<file path="config.mk">
export PLATFORM = sky130hd
export DESIGN_NAME = rc4_prga_decrypt
export DESIGN_NICKNAME = d
export VERILOG_FILES = /design/src/rtl/rc4_prga_decrypt.sv
export SDC_FILE = /design/constraint.sdc
export NUM_CORES = 1
export LEC_CHECK = 0
export ABC_CLOCK_PERIOD_IN_PS = 4200
export BUFFER_PORTS_ARGS = -buffer_cell sky130_fd_sc_hd__buf_2
export CAP_MARGIN = 20
export CORE_AREA = 3 3 81 83
export CTS_CLUSTER_SIZE = 16
export DETAILED_ROUTE_END_ITERATION = 12
export DIE_AREA = 0 0 84 86
export MAX_ROUTING_LAYER = met4
export PLACE_DENSITY_LB_ADDON = 0.12
export SYNTH_ARGS = -nofsm -noshare
export SYNTH_HDL_FRONTEND = slang
export SYNTH_SLANG_ARGS = --single-unit
</file>
<file path="constraint.sdc">
create_clock -name clk -period 4.2 [get_ports clk]
set_input_delay 0.63 -clock clk [delete_from_list [all_inputs] [get_ports clk]]
set_output_delay 0.63 -clock clk [all_outputs]
set_load 0.02 [all_outputs]
</file>
<file path="src/rtl/rc4_prga_decrypt.sv">
// RC4 keystream generator (PRGA) with decryption and plaintext screening.
//
// Walks an already key-scheduled S box held in an external RAM. For each
// ciphertext byte k it steps i/j, swaps S[i]/S[j], reads the keystream byte
// S[S[i]+S[j]] and writes (keystream ^ ciphertext) to the plaintext RAM.
// Each byte takes six cycles: RD_I, RD_J, WR_I, WR_J, RD_F, XOR.
// When CHECK_EN is set, the run stops at the first byte outside the accepted
// character set. That byte is still written and is reported in bad_index.
//
// Ports:
//   clk, reset            clock, asynchronous active-high reset
//   start                 one-cycle run request, honoured only in IDLE/DONE
//   s_addr/s_wdata/s_wren S RAM port; s_q is read data (1-cycle latency)
//   enc_addr/enc_q        ciphertext ROM port (1-cycle latency)
//   dec_addr/dec_wdata/dec_wren  plaintext RAM write port
//   busy, done            run in progress / run finished (level, held)
//   key_valid, bad_index  run verdict, held in DONE until the next start
module rc4_prga_decrypt #(
    parameter int          MSG_DEP   = 32,
    parameter int          MSG_WIDTH = 8,
    parameter int          CHECK_EN  = 1,
    parameter logic [7:0]  CHAR_LO   = 8'h61,
    parameter logic [7:0]  CHAR_HI   = 8'h7A,
    parameter bit          SPACE_OK  = 1'b1,
    localparam int         AW        = (MSG_DEP > 1) ? $clog2(MSG_DEP) : 1
) (
    input  logic                 clk,
    input  logic                 reset,
    input  logic                 start,
    output logic [MSG_WIDTH-1:0] s_addr,
    output logic [MSG_WIDTH-1:0] s_wdata,
    output logic                 s_wren,
    input  logic [MSG_WIDTH-1:0] s_q,
    output logic [AW-1:0]        enc_addr,
    input  logic [MSG_WIDTH-1:0] enc_q,
    output logic [AW-1:0]        dec_addr,
    output logic [MSG_WIDTH-1:0] dec_wdata,
    output logic                 dec_wren,
    output logic                 busy,
    output logic                 done,
    output logic                 key_valid,
    output logic [AW-1:0]        bad_index
);

    localparam logic [MSG_WIDTH-1:0] LO    = MSG_WIDTH'(CHAR_LO);
    localparam logic [MSG_WIDTH-1:0] HI    = MSG_WIDTH'(CHAR_HI);
    localparam logic [MSG_WIDTH-1:0] SPACE = MSG_WIDTH'(8'h20);
    localparam logic [AW-1:0]        LAST  = AW'(MSG_DEP - 1);

    typedef enum logic [2:0] {
        IDLE, RD_I, RD_J, WR_I, WR_J, RD_F, XOR, DONE
    } state_t;

    state_t               state, state_n;
    logic [MSG_WIDTH-1:0] i, j, si, sj;
    logic [AW-1:0]        k;
    logic [MSG_WIDTH-1:0] pt;
    logic                 char_ok;
    logic                 byte_bad;

    // Plaintext byte is only meaningful in XOR, where s_q holds the
    // keystream read issued in RD_F and enc_q the ciphertext byte.
    assign pt       = s_q ^ enc_q;
    assign char_ok  = ((pt >= LO) && (pt <= HI)) || (SPACE_OK && (pt == SPACE));
    assign byte_bad = (CHECK_EN != 0) && !char_ok;

    always_ff @(posedge clk or posedge reset) begin
        if (reset) begin
            state     <= IDLE;
            i         <= '0;
            j         <= '0;
            k         <= '0;
            si        <= '0;
            sj        <= '0;
            key_valid <= 1'b0;
            bad_index <= '0;
        end else begin
            state <= state_n;
            case (state)
                IDLE, DONE: begin
                    if (start) begin
                        i         <= MSG_WIDTH'(1);
                        j         <= '0;
                        k         <= '0;
                        key_valid <= 1'b0;
                        bad_index <= '0;
                    end
                end
                RD_J: begin
                    si <= s_q;
                    j  <= j + s_q;
                end
                WR_I: sj <= s_q;
                XOR: begin
                    if (byte_bad) begin
                        bad_index <= k;
                        key_valid <= 1'b0;
                    end else if (k == LAST) begin
                        key_valid <= 1'b1;
                    end else begin
                        k <= k + 1'b1;
                        i <= i + 1'b1;
                    end
                end
                default: ;
            endcase
        end
    end

    always_comb begin
        state_n   = state;
        s_addr    = '0;
        s_wdata   = '0;
        s_wren    = 1'b0;
        enc_addr  = '0;
        dec_addr  = '0;
        dec_wdata = '0;
        dec_wren  = 1'b0;
        busy      = 1'b1;
        done      = 1'b0;
        case (state)
            IDLE, DONE: begin
                busy = 1'b0;
                done = (state == DONE);
                if (start) state_n = RD_I;
            end
            RD_I: begin
                s_addr  = i;
                state_n = RD_J;
            end
            RD_J: begin
                // j is not yet updated here, so form the new j directly.
                s_addr  = j + s_q;
                state_n = WR_I;
            end
            WR_I: begin
                // s_q is S[j]; when i == j both writes hit one address and
                // restore the same value.
                s_addr  = i;
                s_wdata = s_q;
                s_wren  = 1'b1;
                state_n = WR_J;
            end
            WR_J: begin
                s_addr  = j;
                s_wdata = si;
                s_wren  = 1'b1;
                state_n = RD_F;
            end
            RD_F: begin
                s_addr   = si + sj;
                enc_addr = k;
                state_n  = XOR;
            end
            XOR: begin
                dec_addr  = k;
                dec_wdata = pt;
                dec_wren  = 1'b1;
                if (byte_bad || (k == LAST)) state_n = DONE;
                else                         state_n = RD_I;
            end
            default: state_n = IDLE;
        endcase
    end

endmodule

</file>
After elaboration in Yosys (flattened, before gate mapping). Cells that the tools add are included.

Add/sub/neg operators: 4. $lt $le $gt $ge: 2. Eq/ne operators: 14. Muxes and demuxes: 28. Bitwise gates (word level): 1. Reductions and logical operators: 14.

Operators by type and width (number): 8-bit one-hot mux with 2 select lines (3); 8-bit two-way mux (5); 8-bit one-hot mux with 4 select lines (1); 5-bit two-way mux (6); 3-bit one-hot mux with 7 select lines (1); 5-bit one-hot mux with 2 select lines (2); 8-bit adder (2); 3-bit equality test (second input constant) (4); 8-bit by 1-bit adder with 8-bit output (second input constant) (1); 8-bit by 6-bit equality test with 1-bit output (second input constant) (1); 8-bit by 7-bit >= comparator with 1-bit output (second input constant) (1); 8-bit by 7-bit <= comparator with 1-bit output (second input constant) (1); 2-bit inequality test (second input constant) (4); 8-bit bitwise XOR (1); 1-bit two-way mux (7); 3-bit by 2-bit equality test with 1-bit output (second input constant) (2); 3-bit two-way mux (2); 3-bit AND reduction (2); 2-bit OR reduction (3); 5-bit by 1-bit adder with 5-bit output (second input constant) (1); 5-bit equality test (second input constant) (1); 4-bit AND reduction (1); 2-bit nonzero test (2); 3-bit by 1-bit equality test with 1-bit output (second input constant) (1); other kinds (7) (8).

Bits in registers: 46. Bits of input ports: 19. Output and inout port bits: 44. Logic and storage cells: 71.

Depth between registers and ports, before layout.
Depth after elaboration: 8. Depth in mapped cells: 10. Gate-level depth less buffers: 9.

Least setup slack after synthesis. OpenSTA, ideal clock, no wires.

Kind: input to output. From: input s_q[0]. To: output s_addr[6]. Arrival: 2.165 ns. Data required time: 3.570 ns. Setup slack: 1.405 ns. Stages on the path: 9. Buffers on the path: 0. Cell sequence: ha_1 -> inv_1 -> fa_1 -> nor2b_1 -> o21ai_0 -> a21oi_1 -> o21a_1 -> nor3_1 -> a311o_1.

Longest elaborated chain between the ends: 2.

RTL lines: from (decl) (line 33) `input logic [MSG_WIDTH-1:0] s_q,`; 8-bit adder (line 133) `s_addr = j + s_q;`; 8-bit one-hot mux with 4 select lines (line 121) `case (state)`; to (decl) (line 30) `output logic [MSG_WIDTH-1:0] s_addr,`.

Every way passes these cells.

Worst setup path after layout.
From: register state[1]. To: output s_addr[6].

Longest elaborated chain between the ends: 3. Elaborated cells on any way between the ends: 7. Those cells by class: 5 x eq/ne; 1 x mux; 1 x reduce/logical.

RTL lines: from (decl) (line 54) `state_t state, state_n;`; from (signal assigned) (line 78) `state <= state_n;`; 3-bit by 2-bit equality test with 1-bit output or 3-bit by 1-bit equality test with 1-bit output (tied branches) (line 121); 2-bit OR reduction (no line); 8-bit one-hot mux with 4 select lines * (line 121).

Mark *: on every way between the ends. The rest lies on a longest branch, timed or not.

==> summary.txt <==
Status
  – Outcome: completed

Logic synthesis
  – Syn nets: 394
  – Largest family of logic cells by synthesized area: simple AND/OR/NAND/NOR gates
  – Post-synthesis sequential area ratio: between 30% and 40%
  – Distinct cells, synth: 55
  – Synthesized cell area: about 3100 um^2
  – Dominant cells by area after synthesis: dfrtp_1 37%, nand2_1 7.7%, ha_1 6.9%
  – Synth Instances: approximately 360
  – Post-Synth Adder-Cell Area: around 8%
  – Mux cell area share after synthesis: 4.84%
  – Synth Area in XOR/XNOR: under 10%
  – Seq cells post-synth: 46
  – Synth Area in Simple Gates: approximately 22%
  – Synth Flop Type: dfrtp_1
  – Top cell type's share of synthesized area: between 30 and 40%
  – Yosys top cell by area: dfrtp_1
  – Post-synth EDFFs: 0
  – Syn avg cell area: about 8.7 um^2
  – Commonest cells post-synth: 64 x nand2_1, 46 x dfrtp_1, 27 x nor2_1, 24 x o21ai_0, 17 x ha_1
  – Top-count cell post-synth: nand2_1
  – Synth async-reset ratio: 100%
  – Ys Warns: 0
  – Complex-gate fraction of the synthesized area: between 15 and 20%

Die
  – Boundary Pins: 63
  – Initial Util: 52.4%
  – Die height: ~86 um
  – Die X: around 84 um
  – Row count: 28
  – Die area: ~7200 um^2
  – Core Area: around 6000 um^2

Power and ir drop
  – Peak supply drop: 491 uV
  – Seq pwr share: 28.3%
  – Tot Pwr: 0.00259 W
  – Leakage: between 1.5 and 2 nW
  – Switching power: roughly 0.0012 W
  – Internal: ~0.0013 W
  – Switch share: roughly half
  – Logic pwr share: approximately 60%
  – Power per cell area: between 700 and 800 nW/um^2
  – Clk pwr share: a little over an eighth

Final layout
  – Final net count: 451
  – Post-layout util: slightly above 60%
  – Fillers: roughly 540
  – Area grow syn2layout: 15.3%
  – Ant. Diodes: 0
  – Layout cells sized above 1: 22.7%

Global route
  – Number of antenna violations at the first check in global routing: 0
  – First-pass GRT wire length: about 13000 um
  – Grt ovf: 0
  – Vias in the first global route: 2656
  – Largest net degree at the start of global routing: 47
  – GRT Total Usage: 23.4%

Setup path
  – Type of the worst setup path: flip-flop to output port
  – Top Family by Delay on Critical Path: simple AND/OR/NAND/NOR gates
  – Critical Path End Type: output port
  – Slowest cell on crit path: dfrtp_1
  – Startpoint types: flip-flop
  – Crit path buf inv count: 1
  – Worst path arrival time: 2.73 ns
  – Critical-path cell list: nor2b_1, nand2_1, nor3_1, a311o_1, buf_2
  – Critical path peak fanout: 15
  – Worst Path Required: around 3.6 ns
  – Max stage delay on crit path: slightly below 0.7 ns

Detailed routing
  – DR pass1 iterations: 5
  – Via density per instance: between 5 and 6
  – DRT Wirelength: around 8000 um
  – DR WL/cell: 16.5 um
  – Met1 WL: roughly 3800 um
  – Via count: ~2800
  – Met2 wire length: between 3000 and 4000 um
  – Starting DRT DRC Count: between 150 and 200
  – Antenna-violating nets left: 0
  – Highest Signal Layer: met4
  – Met3 wire length: between 500 and 600 um
  – Drt drc: 0

Clocking
  – Clk Latency, worst-skew pair: between 0.3 and 0.4 ns
  – Max H-tree Level: 2
  – CTS tree: done
  – Post-cts sizing count: 0
  – Clock buffer depth: 2
  – CTS buffer count: 5
  – Post-CTS Setup Repair Bufs: 0
  – Clock transition at the registers of the reported paths: 0.10 ns
  – Post-CTS Hold Buffers: 0
  – Clk sinks: 46
  – Clk root buf: clkbuf_8

STA
  – TNS Setup: 0 ns
  – Least-Margin Pin Slew: between 0.9 and 1 ns
  – Setup violations, final: 0
  – Worst Skew: 0.0112 ns
  – Fin Hold WS: around 0.52 ns
  – Final Cycle Share: between 70% and 80%
  – RSZ-0062 raised after global routing: false
  – Fmax: ~0.30 GHz
  – Final Max Tran Viols: 0
  – Final hold vios: 0
  – Normalized max-slew margin: 34.0%
  – Final min period: 3.36 ns

Placement
  – IO Port Bufs: 62
  – Final Wtd Congestion: slightly above 0.9
  – Post-DP HPWL: just under 6000 um

Min path
  – HP Class: flip-flop to flip-flop

Flow run
  – Max-cap violations: 0
final timing paths:
kind	startpoint	end	slack, ns	depth (start not counted)
max in group asynchronous	reset	si[3]	3.04	2
min in group asynchronous	reset	bad_index[0]	0.55	2
hold reg to reg	j[6]	j[6]	0.52	1
setup reg to reg	state[1]	sj[4]	1.76	3
hold / removal	j[6]	j[6]	0.52	1
setup / recovery	state[1]	s_addr[6]	0.84	5
cells by family (layout without fill, tap and decap cells):
logic type / Yosys count / after routing
DFF: 46 / 46
and+or+nand+nor: 145 / 145
xor gates and xnor gates: 23 / 23
muxes: 13 / 13
buffers and inverters: 35 / 93
AOI/OAI and AO/OA: 75 / 75
adders and majority gates: 19 / 19
power groups by stage:
stage	clock network [W]	logic [W]	registers (W)
2_1_floorplan	0	0.00113	0.000689
3_3_place_gp	0	0.00148	0.000731
3_5_place_dp	0	0.00151	0.000738
4_1_cts	0.000338	0.00152	0.000728
5_1_grt	0.000360	0.00168	0.000748
6_report	0.000336	0.00152	0.000732
cell type report:
cell class                      count  area [um^2]  share of cell area (%)
Multi-Input combinational cell    275         1800                    50.4
Sequential cell                    46         1150                    32.2
Timing Repair Buffer               67          348                    9.72
Tap cell                           75         93.8                    2.62
Inverter                           18         72.6                    2.03
Clock buffer                        5         68.8                    1.92
Clock inverter                      3         40.0                    1.12
worst reg2reg max path, delay by kind of cell (launching register included):
family | cells | cell delay [ns]
flip-flops | 1 | 0.69
AND/OR/NAND/NOR | 2 | 1.21
multiplexers | 1 | 0.42
metrics by stage:
stage                     std cells  setup slack [ns]  area (um^2)
after floorplan                 356              1.40         3100
after global placement          481              1.04         3470
after detailed placement        481              1.00         3470
after CTS                       489             0.902         3580
after global routing            489             0.727         3580
final                           489             0.841         3580
layout by cell type (no fill, tap or decap), types with 12 or more instances in the layout:
| cell | instances |
|---|---|
| nand3_1 | 12 |
| dfrtp_1 | 46 |
| o21ai_0 | 24 |
| nor2_1 | 27 |
| xnor2_1 | 12 |
| inv_1 | 15 |
| nand2_1 | 64 |
| buf_2 | 62 |
| ha_1 | 17 |
routing by layer:
metal	GRT usage [%]	vias to the layer above
met1	33.0	1343
met4	4.82	0
met2	36.0	111
li1	-	1356
met3	3.65	5
met5	-	-
state kept, by name, summed over array words and instances, names as in the netlist:
signal,cells
bad_index,5
key_valid,1
si,8
sj,8
i,8
k,5
state,3
j,8
No activity file was read; power rests on OpenSTA's default activity.
